## src/rtl/wb_arb_stage_if.sv

```systemverilog
// Result-producer side of the writeback stage.
//
// Each of the NUM_SRC producers offers one result through this bundle.
// Handshake: a producer holds src_valid_i together with its wr_en/rd/data
// fields stable until it sees src_ready_o high. The result is consumed on
// the rising clock edge where src_valid_i[k] and src_ready_o[k] are both
// high. src_ready_o[k] is never high while src_valid_i[k] is low.
//
// Signals (per source k):
//   src_valid_i[k]                              result offered
//   src_ready_o[k]                              grant from the stage
//   src_wr_en_i[k]                              result writes rd
//   src_rd_i[k*REG_ADDR_W +: REG_ADDR_W]        destination register
//   src_data_i[k*XLEN +: XLEN]                  result value
// Modports: slave (the writeback stage), master (the producers).
interface wb_arb_stage_if #(
  parameter int XLEN       = 32,
  parameter int NUM_SRC    = 3,
  parameter int REG_ADDR_W = 5
);
  logic [NUM_SRC-1:0]            src_valid_i;
  logic [NUM_SRC-1:0]            src_ready_o;
  logic [NUM_SRC-1:0]            src_wr_en_i;
  logic [NUM_SRC*REG_ADDR_W-1:0] src_rd_i;
  logic [NUM_SRC*XLEN-1:0]       src_data_i;

  modport slave (
    input  src_valid_i,
    input  src_wr_en_i,
    input  src_rd_i,
    input  src_data_i,
    output src_ready_o
  );

  modport master (
    output src_valid_i,
    output src_wr_en_i,
    output src_rd_i,
    output src_data_i,
    input  src_ready_o
  );
endinterface

```

## src/rtl/wb_arb_stage.sv

```systemverilog
// Registered writeback stage with round-robin arbitration.
//
// Picks at most one producer result per cycle, searching from rr_ptr
// upward modulo NUM_SRC, registers it, and drives the register-file write
// port, the forwarding bus and a retire counter from that register.
//
// Ports:
//   clk_i, rst_i      clock (rising edge), asynchronous active-high reset
//   src               producer bundle (slave side of wb_arb_stage_if)
//   stall_i           blocks new grants; an already-held result still writes
//   flush_i           blocks grants and empties the holding register
//   rf_wr_en_o/reg/data   register-file write port (x0 writes suppressed)
//   fwd_valid_o/wr_en/reg/data   forwarding bus view of the held result
//   retire_cnt_o      count of all retired results, wraps modulo 2^CNT_W
module wb_arb_stage #(
  parameter int XLEN       = 32,
  parameter int NUM_SRC    = 3,
  parameter int REG_ADDR_W = 5,
  parameter int CNT_W      = 32
) (
  input  logic                  clk_i,
  input  logic                  rst_i,
  wb_arb_stage_if.slave         src,
  input  logic                  stall_i,
  input  logic                  flush_i,
  output logic                  rf_wr_en_o,
  output logic [REG_ADDR_W-1:0] rf_wr_reg_o,
  output logic [XLEN-1:0]       rf_wr_data_o,
  output logic                  fwd_valid_o,
  output logic                  fwd_wr_en_o,
  output logic [REG_ADDR_W-1:0] fwd_reg_o,
  output logic [XLEN-1:0]       fwd_data_o,
  output logic [CNT_W-1:0]      retire_cnt_o
);

  localparam int PTR_W = (NUM_SRC > 1) ? $clog2(NUM_SRC) : 1;

  logic [PTR_W-1:0]      rr_ptr;
  logic [PTR_W-1:0]      grant_idx;
  logic [PTR_W-1:0]      next_ptr;
  logic                  grant_vld;

  logic                  out_valid;
  logic                  out_wr_en;
  logic [REG_ADDR_W-1:0] out_rd;
  logic [XLEN-1:0]       out_data;
  logic [CNT_W-1:0]      retire_cnt;

  // Round-robin search starting at rr_ptr. The reset term keeps
  // src_ready_o low while rst_i is held, since the registers alone would
  // not block a grant during reset.
  always_comb begin : arb
    int k;
    k         = 0;
    grant_vld = 1'b0;
    grant_idx = '0;
    if (!rst_i && !stall_i && !flush_i) begin
      for (int i = 0; i < NUM_SRC; i++) begin
        k = int'(rr_ptr) + i;
        if (k >= NUM_SRC) k = k - NUM_SRC;
        if (!grant_vld && src.src_valid_i[k]) begin
          grant_vld = 1'b1;
          grant_idx = PTR_W'(k);
        end
      end
    end
  end

  assign next_ptr        = (grant_idx == PTR_W'(NUM_SRC - 1)) ? '0 : grant_idx + 1'b1;
  assign src.src_ready_o = grant_vld ? (NUM_SRC'(1) << grant_idx) : '0;

  always_ff @(posedge clk_i or posedge rst_i) begin
    if (rst_i) begin
      out_valid  <= 1'b0;
      out_wr_en  <= 1'b0;
      out_rd     <= '0;
      out_data   <= '0;
      rr_ptr     <= '0;
      retire_cnt <= '0;
    end else if (grant_vld) begin
      out_valid  <= 1'b1;
      out_wr_en  <= src.src_wr_en_i[grant_idx];
      out_rd     <= src.src_rd_i[grant_idx*REG_ADDR_W +: REG_ADDR_W];
      out_data   <= src.src_data_i[grant_idx*XLEN +: XLEN];
      rr_ptr     <= next_ptr;
      retire_cnt <= retire_cnt + 1'b1;
    end else begin
      // Index/data/wr_en hold so the forwarding bus stays quiet between results.
      out_valid  <= 1'b0;
    end
  end

  assign rf_wr_en_o   = out_valid & out_wr_en & (out_rd != '0);
  assign rf_wr_reg_o  = out_rd;
  assign rf_wr_data_o = out_data;
  assign fwd_valid_o  = out_valid;
  assign fwd_wr_en_o  = out_wr_en & (out_rd != '0);
  assign fwd_reg_o    = out_rd;
  assign fwd_data_o   = out_data;
  assign retire_cnt_o = retire_cnt;

endmodule

```

## src/flat_wrapper.sv

```systemverilog
// flat-port wrapper written by rule: the top's interface ports become plain ports
module wb_arb_stage_flat 
#(
  parameter int XLEN       = 32,
  parameter int NUM_SRC    = 3,
  parameter int REG_ADDR_W = 5,
  parameter int CNT_W      = 32
)
  (clk_i, rst_i, stall_i, flush_i, rf_wr_en_o, rf_wr_reg_o, rf_wr_data_o, fwd_valid_o, fwd_wr_en_o, fwd_reg_o, fwd_data_o, retire_cnt_o, src_src_valid_i, src_src_wr_en_i, src_src_rd_i, src_src_data_i, src_src_ready_o);
  wb_arb_stage_if #(.XLEN(XLEN), .NUM_SRC(NUM_SRC), .REG_ADDR_W(REG_ADDR_W)) src_i ();
  input  logic clk_i;
  input  logic rst_i;
  input  logic stall_i;
  input  logic flush_i;
  output logic rf_wr_en_o;
  output logic [REG_ADDR_W-1:0] rf_wr_reg_o;
  output logic [XLEN-1:0] rf_wr_data_o;
  output logic fwd_valid_o;
  output logic fwd_wr_en_o;
  output logic [REG_ADDR_W-1:0] fwd_reg_o;
  output logic [XLEN-1:0] fwd_data_o;
  output logic [CNT_W-1:0] retire_cnt_o;
  input wire logic [$bits(src_i.src_valid_i)-1:0] src_src_valid_i;
  input wire logic [$bits(src_i.src_wr_en_i)-1:0] src_src_wr_en_i;
  input wire logic [$bits(src_i.src_rd_i)-1:0] src_src_rd_i;
  input wire logic [$bits(src_i.src_data_i)-1:0] src_src_data_i;
  output wire logic [$bits(src_i.src_ready_o)-1:0] src_src_ready_o;
  assign src_i.src_valid_i = src_src_valid_i;
  assign src_i.src_wr_en_i = src_src_wr_en_i;
  assign src_i.src_rd_i = src_src_rd_i;
  assign src_i.src_data_i = src_src_data_i;
  assign src_src_ready_o = src_i.src_ready_o;
  wb_arb_stage #(.XLEN(XLEN), .NUM_SRC(NUM_SRC), .REG_ADDR_W(REG_ADDR_W), .CNT_W(CNT_W)) u_core (.clk_i(clk_i), .rst_i(rst_i), .src(src_i), .stall_i(stall_i), .flush_i(flush_i), .rf_wr_en_o(rf_wr_en_o), .rf_wr_reg_o(rf_wr_reg_o), .rf_wr_data_o(rf_wr_data_o), .fwd_valid_o(fwd_valid_o), .fwd_wr_en_o(fwd_wr_en_o), .fwd_reg_o(fwd_reg_o), .fwd_data_o(fwd_data_o), .retire_cnt_o(retire_cnt_o));
endmodule
```

## config.mk

```make
export PLATFORM = sky130hd
export DESIGN_NAME = wb_arb_stage_flat
export DESIGN_NICKNAME = d
export VERILOG_FILES = /design/src/rtl/wb_arb_stage_if.sv /design/src/rtl/wb_arb_stage.sv /design/src/flat_wrapper.sv
export SDC_FILE = /design/constraint.sdc
export NUM_CORES = 1
export LEC_CHECK = 0
export ABC_AREA = 1
export CAP_MARGIN = 40
export CORE_MARGIN = 5
export CORE_UTILIZATION = 44
export DETAILED_ROUTE_END_ITERATION = 8
export GPL_TIMING_DRIVEN = 0
export MAX_ROUTING_LAYER = met4
export PLACE_DENSITY = 0.86
export SKIP_LAST_GASP = 1
export SYNTH_ARGS = -nofsm -noshare
export SYNTH_HDL_FRONTEND = slang
export SYNTH_SLANG_ARGS = --single-unit
export TNS_END_PERCENT = 50
```

## constraint.sdc

```tcl
create_clock -name clk_i -period 7.1 [get_ports clk_i]
set_clock_uncertainty 0.15 [all_clocks]
set_input_delay 1.42 -clock clk_i [delete_from_list [all_inputs] [get_ports clk_i]]
set_output_delay 1.42 -clock clk_i [all_outputs]
set_load 0.01 [all_outputs]
```

### Word-level counts from Yosys, hierarchy flattened

Index checks and enable logic that the tools add are counted.
Widths: inputs -> output; s select.

* bits of input ports: 121
* logic and storage cells: 68
* register bits after elaboration: 73
* output and inout port bits: 112

* equality and inequality tests: 1
* order comparisons: 7
* reduce and logical (&&, ||, !) cells: 10
* bitwise logic cells: 3
* shifts and indexed selects: 3
* add/subtract/negate cells: 7
* $mul: 1
* multiplexer cells: 30

Operators with widths (count)
* $mux 32: 6
* $lt 32x4->1 const B: 3
* $shiftx 96x8->32: 1
* $ge 32x3->1 const B: 2
* $sub 32x3->32 const B: 2
* $add 32x1->32 const B: 1
* $shiftx 15x6->5: 1
* $mux 1: 14
* $mux 2: 5
* $bmux 1 s2: 4
* $logic_not 1->1: 5
* $mul 2x3->5 const B: 1
* $reduce_bool 5->1: 1
* $logic_and 1x1->1: 4
* $add 2x1->3 const B: 1
* $add 2x2->3 const B: 1
* $and 1x1->1: 3
* $lt 2x3->1 const B: 1
* $mux 3: 1
* $shl 1x2->3 const A: 1
* $sub 2x2->3 const B: 1
* $add 2x1->2 const B: 1
* $eq 2x2->1 const B: 1
* $ge 2x2->1 const B: 1

### Depth between registers and ports, before layout

Gate-level depths: netlist of the first run.

* depth in word-level cells: 19
* depth in mapped cells: 16
* mapped depth without buffers: 15

### Worst setup path before layout of the first run

OpenSTA, ideal clock, no wires.

* path kind: input-to-output
* from: in src_src_valid_i[1]
* to: out src_src_ready_o[0]
* slack: 3.149 ns
* required time: 5.530 ns
* cell stages on the path: 10
* arrival: 2.381 ns
* buffers on the path: 1
* path through: inv_1 > nand2_1 > nand3_1 > nand2_2 > nand3_4 > nand3_4 > nand3_4 > nand2_4 > nor2_8 > buf_6

* cells in the longest elaborated chain, start to end: 15
* elaborated cells between the ends (all ways): 25
* classes of those cells: 1 x shift; 20 x mux; 4 x reduce/logical

RTL lines
* start: declaration: line flat_wrapper.sv:23 `input wire logic [$bits(src_i.src_valid_i)-1:0] src_src_valid_i;`
* $bmux 1 s2: line wb_arb_stage.sv:61 `if (!grant_vld && src.src_valid_i[k]) begin`
* $mux 1 (implied by the code) (2 in a row): line wb_arb_stage.sv:61
* $mux 1: line wb_arb_stage.sv:61
* $mux 1: line wb_arb_stage.sv:57 `if (!rst_i && !stall_i && !flush_i) begin`
* $logic_not 1->1: line wb_arb_stage.sv:61
* $logic_and 1x1->1: line wb_arb_stage.sv:61
* $mux 1: line wb_arb_stage.sv:61
* $mux 1: line wb_arb_stage.sv:57
* $logic_not 1->1: line wb_arb_stage.sv:61
* $logic_and 1x1->1: line wb_arb_stage.sv:61
* $mux 2: line wb_arb_stage.sv:61
* $mux 2: line wb_arb_stage.sv:57
* $shl 1x2->3: line wb_arb_stage.sv:70 `assign src.src_ready_o = grant_vld ? (NUM_SRC'(1) << grant_idx) : '0;`
* $mux 3 *: line wb_arb_stage.sv:70
* end: declaration: line flat_wrapper.sv:27 `output wire logic [$bits(src_i.src_ready_o)-1:0] src_src_ready_o;`

Mark *: on every way between the ends. The rest lies on a longest branch, timed or not. The select of a mux whose other input is x is not followed.

### Worst setup path in the final report of the first run

* from: in src_src_valid_i[0]
* to: out src_src_ready_o[0]

The elaborated chain is that of the path after synthesis.

==> results by group, run 1 <==
Critical path
  • Critical path, cell by cell: clkdlybuf4s50_1, inv_1, nand2_1, nand3_1, nand2_2, nand4_4, nand3_4, nand2_4, nor2_8, buf_6, clkdlybuf4s50_1
  • Maximum net fanout on the critical path: 10
  • Worst setup path category: in -> out
  • Most frequent CP cell: clkdlybuf4s50_1
  • Required time at the endpoint of the critical path: between 5 and 6 ns
  • Data arrival time of the critical path: 3.86 ns
  • Type of element capturing the critical path: output port
  • Beginning of the worst register-to-register path: u_core.rr_ptr[0]$_DFFE_PP0P_
  • Setup slack, reg-to-reg: around 4.5 ns
  • Delay of the slowest cell on the worst path: around 0.6 ns
  • Number of logic stages on the critical path including buffering: 11
  • Critical path buffers and inverters: 4
  • Capture point of the worst reg-to-reg path: u_core.fwd_data_o[7]$_DFFE_PP0P_
  • Register-to-Register Path Depth: 12
  • Largest delay contributor family on the critical path: buffers and inverters
  • Slowest library cell on the worst path: clkdlybuf4s50_1
  • Startpoint type of the worst setup path: input port

Pwr
  • Maximum vdd drop: approximately 0.24 mV
  • Leak Pwr: 3.41 nW
  • Pwr dens: approximately 340 mW/mm²
  • Total power: about 0.0025 W

Place
  • Total of buffers placed on input and output ports: about 230
  • Final RePlAce weighted congestion: just under 1
  • Pre-CTS worst setup slack: between 1.5 and 2 ns
  • DP Area: between 0.007 and 0.008 mm²
  • Sum of net half-perimeters after detailed placement: between 10 and 15 mm

Final layout
  • Final non-filler cell area: between 0.007 and 0.008 mm²
  • Share of layout cells above drive strength 1: 11.6%
  • Nets: approximately 1000
  • Final-layout fill cell count: 805
  • Signed area change from the synthesized netlist to the final layout: 58.7%

Synth
  • Post-Synthesis Cell Area: approximately 0.0047 mm²
  • Post-synthesis area per instance: between 7 and 8 µm²
  • FF+latch count, synth: 73
  • Warning count from the yosys run: 0
  • Nets in the synthesized netlist: ~760
  • Part of the Yosys area used for sequential elements: between 30% and 40%
  • Number of instances in the synthesized netlist: 632
  • Distinct cell type count after synthesis: 34

STA
  • Highest Clock Rate: 0.184 GHz
  • Worst setup margin: 1.67 ns
  • Final-report setup violation count: 0
  • Setup repair after global routing missed its margin: no
  • Transition time at the pin with the least slew margin: around 0.55 ns
  • Sum of negative setup slack: 0 ns
  • Final Hold Slack: 0.372 ns
  • Worst slew margin: between 60% and 70%
  • Endpoints failing hold: 0
  • Clock period minus worst slack: roughly 5.4 ns
  • Final count of pins violating max slew: 0
  • Portion of the clock cycle consumed by the worst path in the final layout: between 70% and 80%

Route
  • Wire per inst: 16.6 µm
  • Detail Route met3 WL: ~1.2 mm
  • Count of routing violations after the opening detailed-route iteration: between 300 and 400
  • DR DRC count: 0
  • DR vias: between 5000 and 6000
  • Highest metal layer used by the detailed router: met4
  • Antenna-violating nets left: 0
  • Pre-antenna DRT Iters: 6
  • Vias per inst: a little over 5
  • Routed metal-1 wire length: roughly 6.4 mm
  • Aggregate routed wire length: ~17 mm
  • Total length of routed met2 wires: 8.76 mm

Floorplan
  • Starting utilization of the core area: between 40% and 50%
  • Rows: 37
  • Number of I/O pins: around 230
  • Core Footprint: roughly 0.010 mm²
  • Horizontal extent of the die: roughly 110 µm
  • Chip Height: 114 µm
  • Die area: about 0.013 mm²

Clock network
  • Total CTS buffers: 9
  • Worst-Skew Late Latency: between 0.3 and 0.4 ns
  • Clock Path Buffers: 2
  • Clk root buf: clkbuf_8
  • Clock slew seen by the registers of the worst setup and hold paths: roughly 0.07 ns
  • Hold buffers post-CTS: 0
  • Level count of the clock H-tree: 3
  • CTS tree: done
  • Clock Sinks: 73
  • Number of cells upsized or downsized after cts: 0
  • Post-CTS Setup Repair Bufs: 0

GRT
  • Tot GR Track Use: 27.1%
  • Initial antenna violation count: 1
  • Maximum number of pins on one net before global-route repair: 69
  • Via count of the first global-routing pass: between 5000 and 6000
  • Global-route wire length before repair: roughly 27 mm
  • Overflow left after global routing: 0

Min path
  • Type of the most critical hold path: reg -> reg
  • Hold path start: u_core.retire_cnt_o[17]$_DFFE_PP0P_
  • Hold-critical path endpoint: u_core.retire_cnt_o[17]$_DFFE_PP0P_
  • Cells on Worst Hold Path: 1

Run status
  • Result of the run: finished, final reports clean

Flow run
  • Maximum capacitance violations: 0
## cell usage in the layout (no fill, tap or decap), types with 4 or more instances in the layout
| cell type | n |
|---|---|
| o21ai_0 | 12 |
| clkbuf_8 | 10 |
| nor4_1 | 4 |
| nand3_4 | 5 |
| buf_2 | 10 |
| ha_1 | 5 |
| clkbuf_1 | 4 |
| buf_4 | 42 |
| nand4_1 | 19 |
| xnor2_1 | 11 |
| nand3_1 | 41 |
| nand2_1 | 218 |
| inv_2 | 4 |
| inv_1 | 37 |
| dfrtp_1 | 73 |
| nand2_2 | 4 |
| nand3b_1 | 23 |
| nor2_1 | 69 |
| nor3_1 | 9 |
| clkdlybuf4s50_1 | 232 |
| xor2_1 | 16 |
## power by group
part	internal [W]	total [W]	switching, W	leakage (nW)
clock network	0.000244	0.000413	0.000169	0.123
logic	0.000771	0.00142	0.000652	2.37
registers	0.000549	0.000691	0.000142	0.912
total	0.00156	0.00253	0.000963	3.41
## stage by stage
stage / utilization [%] / cells
2_1_floorplan: - / 632
3_3_place_gp: 69.4 / 1000
3_5_place_dp: 69.7 / 1001
4_1_cts: 72.1 / 1017
5_1_grt: 72.1 / 1018
6_report: 72.1 / 1018
## sequential cells by signal, summed over array words and instances (netlist names)
register             cells
u_core.out_wr_en         1
u_core.retire_cnt_o     32
u_core.rr_ptr            2
u_core.fwd_valid_o       1
u_core.fwd_reg_o         5
u_core.fwd_data_o       32
## how the worst max path moves through the flow
stage / endpoint / from
final: src_src_ready_o[0] / src_src_valid_i[0]
after global routing: src_src_ready_o[0] / src_src_valid_i[0]
after detailed placement: src_src_ready_o[0] / src_src_valid_i[0]
after CTS: src_src_ready_o[0] / src_src_valid_i[0]
after floorplan: src_src_ready_o[0] / src_src_valid_i[1]
after global placement: src_src_ready_o[0] / src_src_valid_i[2]
## per-layer routing
layer	global-route usage, %	up-vias
li1	-	2462
met3	6.90	48
met1	29.5	2432
met2	47.9	233
met5	-	-
met4	9.62	0
## area by class of cell
cell class                      count  area, µm²  share of cell area, %
Buffer                             59        414                   5.51
Clock inverter                      6        115                   1.53
Timing Repair Buffer              233       2350                   31.3
Antenna cell                        1       2.50                 0.0333
Sequential cell                    73       1830                   24.3
Tap cell                          136        170                   2.26
Clock buffer                       10        138                   1.83
Multi-Input combinational cell    457       2330                   31.0
Inverter                           43        166                   2.21
## cells in the mapped netlist
master,n,area (µm²)
a21boi_0,2,15.0
buf_2,10,50.1
buf_4,42,315
buf_6,3,33.8
clkbuf_1,4,15.0
dfrtp_1,73,1830
ha_1,5,62.6
inv_1,38,143
inv_2,4,15.0
inv_4,1,6.26
nand2_1,218,818
nand2_2,4,25.0
nand2_4,3,33.8
nand3_1,41,205
nand3_2,3,30.0
nand3_4,5,87.6
nand3b_1,23,173
nand4_1,19,119
nand4_2,1,12.5
nand4_4,1,21.3
nor2_1,69,259
nor2_2,2,12.5
nor2_8,1,20.0
nor3_1,9,45.0
nor3_2,2,20.0
nor3_4,1,16.3
nor4_1,4,25.0
o21ai_0,12,60.1
o21ai_1,2,10.0
o21ai_2,1,8.76
o21bai_1,1,7.51
or4_1,1,7.51
xnor2_1,11,96.3
xor2_1,16,140
## logic make-up after synthesis
family	Yosys count	synth area share [%]
xor+xnor	27	4.99
buf+inv	102	12.2
simple gates	407	40.8
fa+ha+maj	5	1.32
compound gates	18	2.14
flops	73	38.6
Power figures use the tool's default switching activity.
==> run 2, diff against run 1 <==
--- a/config.mk
+++ b/config.mk
@@ -8,11 +8,11 @@
 export ABC_AREA = 1
 export CAP_MARGIN = 40
 export CORE_MARGIN = 5
-export CORE_UTILIZATION = 44
+export CORE_UTILIZATION = 41
 export DETAILED_ROUTE_END_ITERATION = 8
 export GPL_TIMING_DRIVEN = 0
 export MAX_ROUTING_LAYER = met4
-export PLACE_DENSITY = 0.86
+export PLACE_DENSITY = 0.81
 export SKIP_LAST_GASP = 1
 export SYNTH_ARGS = -nofsm -noshare
 export SYNTH_HDL_FRONTEND = slang
==> constraint.sdc (replaced) <==
create_clock -name clk_i -period 5.4 [get_ports clk_i]
set_clock_uncertainty 0.15 [all_clocks]
set_input_delay 1.08 -clock clk_i [delete_from_list [all_inputs] [get_ports clk_i]]
set_output_delay 1.08 -clock clk_i [all_outputs]
set_load 0.01 [all_outputs]
==> run 2 against run 1 <==
Global-route usage down 3.2 points. Utilization down 5.6 points. Register-to-register slack got worse by 1.6 ns. Worst hold slack improved by 0.00094 ns. Die area grew 6.7%. Sequential power up 33%. Clock power increased by 48%. Critical path type unchanged. Largest cell class unchanged. Largest power group unchanged.
==> results by group, run 2 (synthesized netlist as in run 1, its figures left out) <==
Place
  • Total of buffers placed on input and output ports: ~230
  • Sum of net half-perimeters after detailed placement: between 10 and 15 mm
  • Final RePlAce weighted congestion: 0.888
  • Pre-CTS worst setup slack: between 0.7 and 0.8 ns

Final layout
  • Nets: between 1000 and 1500
  • Number of antenna cells inserted: 0
  • Commonest non-fill, non-tap cell in the layout: clkdlybuf4s50_1
  • Signed area change from the synthesized netlist to the final layout: 59.8%
  • Top library cells by usage in the layout, fill and taps aside: 232 x clkdlybuf4s50_1, 218 x nand2_1, 73 x dfrtp_1
  • Share of layout cells above drive strength 1: between 10% and 20%

Floorplan
  • Horizontal extent of the die: ~120 µm
  • Rows: 39
  • Die area: ~0.014 mm²
  • Starting utilization of the core area: 41.7%
  • Chip Height: roughly 120 µm
  • Core Footprint: 0.0114 mm²
  • Number of I/O pins: approximately 230

Clock network
  • Clock Path Buffers: 2
  • Hold buffers post-CTS: 0
  • Total CTS buffers: 9
  • Clk root buf: clkbuf_16
  • Post-CTS Setup Repair Bufs: 0
  • Number of cells upsized or downsized after cts: 0
  • Level count of the clock H-tree: 3
  • Clock Sinks: 73
  • Clock slew seen by the registers of the worst setup and hold paths: 0.06 ns
  • CTS tree: done
  • Worst-Skew Late Latency: 0.34 ns

Min path
  • Type of the most critical hold path: reg -> reg
  • Hold-critical path endpoint: u_core.retire_cnt_o[23]$_DFFE_PP0P_
  • Cells on Worst Hold Path: 1
  • Hold path start: u_core.retire_cnt_o[23]$_DFFE_PP0P_

GRT
  • Initial antenna violation count: 0
  • Global-route wire length before repair: about 26 mm
  • Maximum number of pins on one net before global-route repair: 58
  • Via count of the first global-routing pass: between 5000 and 6000
  • Tot GR Track Use: roughly a quarter
  • Overflow left after global routing: 0

STA
  • Final-report setup violation count: 0
  • Highest Clock Rate: 0.217 GHz
  • Portion of the clock cycle consumed by the worst path in the final layout: between 80% and 90%
  • Transition time at the pin with the least slew margin: 0.561 ns
  • Worst setup margin: between 0.7 and 0.8 ns
  • Final count of pins violating max slew: 0
  • Endpoints failing hold: 0
  • Clock period minus worst slack: roughly 4.6 ns
  • Sum of negative setup slack: 0 ns
  • Worst slew margin: 62.5%
  • Setup repair after global routing missed its margin: no

Critical path
  • Setup slack, reg-to-reg: between 2 and 3 ns
  • Beginning of the worst register-to-register path: u_core.rr_ptr[0]$_DFFE_PP0P_
  • Worst setup path category: in -> out
  • Type of element capturing the critical path: output port
  • Capture point of the worst reg-to-reg path: u_core.fwd_data_o[2]$_DFFE_PP0P_
  • Data arrival time of the critical path: ~3.4 ns
  • Required time at the endpoint of the critical path: between 4 and 5 ns
  • Startpoint type of the worst setup path: input port
  • Register-to-Register Path Depth: 14
  • Maximum net fanout on the critical path: 10

Pwr
  • Total power: about 0.0034 W
  • Maximum vdd drop: around 0.28 mV
  • Pwr dens: 443 mW/mm²
  • Leak Pwr: around 3.4 nW

Route
  • Wire per inst: 15.9 µm
  • Aggregate routed wire length: 16.3 mm
  • Antenna-violating nets left: 0
  • DR vias: between 5000 and 6000
  • Count of routing violations after the opening detailed-route iteration: 290
  • Pre-antenna DRT Iters: 5
  • DR DRC count: 0
  • Vias per inst: approximately 4.9

Run status
  • Result of the run: finished, final reports clean

Flow run
  • Maximum capacitance violations: 0
[run 2: area by class of cell]
class	instances	area, µm²
buffer	59	414
multi-input combinational	457	2330
sequential	73	1830
timing repair buffer	233	2350
tap	143	179
fill	983	3800
clock buffer	9	225
inverter	43	166
clock inverter	7	77.6
[run 2: report_power, final]
group          internal [W]  switching (W)  total [W]
clock              0.000362       0.000248   0.000610
combinational       0.00101       0.000819    0.00183
sequential         0.000723       0.000193   0.000916
total               0.00210        0.00126    0.00336
[run 2: how the worst max path moves through the flow]
stage | start | end | slack [ns] | depth (start not counted)
final | src_src_valid_i[0] | src_src_ready_o[0] | 0.80 | 11
after global routing | src_src_valid_i[1] | src_src_ready_o[0] | 0.66 | 11
after CTS | src_src_valid_i[2] | src_src_ready_o[0] | 0.78 | 11
after detailed placement | src_src_valid_i[2] | src_src_ready_o[0] | 0.79 | 11
after global placement | src_src_valid_i[2] | src_src_ready_o[0] | 0.81 | 11
after floorplan | src_src_valid_i[1] | src_src_ready_o[0] | 2.13 | 10
[run 2: worst max-delay path, cell delays in order]
cell and delay [ns]:
clkdlybuf4s50_1 0.53, inv_1 0.07, nand2_1 0.05, nand3_1 0.11, nand2_2 0.15, nand4_4 0.18
nand3_4 0.23, nand2_4 0.09, nor2_8 0.13, buf_6 0.17, clkdlybuf4s50_1 0.58
[run 2: through the flow]
stage                     hold slack, ns  util, %  std cells  area (µm²)
final                              0.373     66.6       1024        7570
after global routing               0.408     66.6       1024        7570
after CTS                          0.379     66.6       1024        7570
after detailed placement           0.365     63.9       1008        7270
after global placement             0.338     63.7       1007        7240
after floorplan                    0.324        -        632        4740
[run 2: layer usage]
layer / global-route usage (%) / routed length (µm) / vias up
met4: 8.24 / 398 / 0
li1: - / - / 2467
met2: 40.9 / 8490 / 201
met1: 28.3 / 6370 / 2341
met3: 4.52 / 1060 / 28
met5: - / 0 / -
==> run 3, diff against run 2 <==
==> constraint.sdc (replaced) <==
create_clock -name clk_i -period 5 [get_ports clk_i]
set_clock_uncertainty 0.15 [all_clocks]
set_input_delay 1 -clock clk_i [delete_from_list [all_inputs] [get_ports clk_i]]
set_output_delay 1 -clock clk_i [all_outputs]
set_load 0.01 [all_outputs]
==> results of run 3 <==
The final DEF is identical to that of run 2. Status: finished, final reports clean.
Main changes from that run: setup slack after placement 0.789 ns -> 0.549 ns; setup slack after layout 0.797 ns -> 0.557 ns; register-to-register setup slack 2.87 ns -> 2.47 ns; total power 0.00336 W -> 0.00362 W; worst IR drop on VDD 0.281 mV -> 0.304 mV
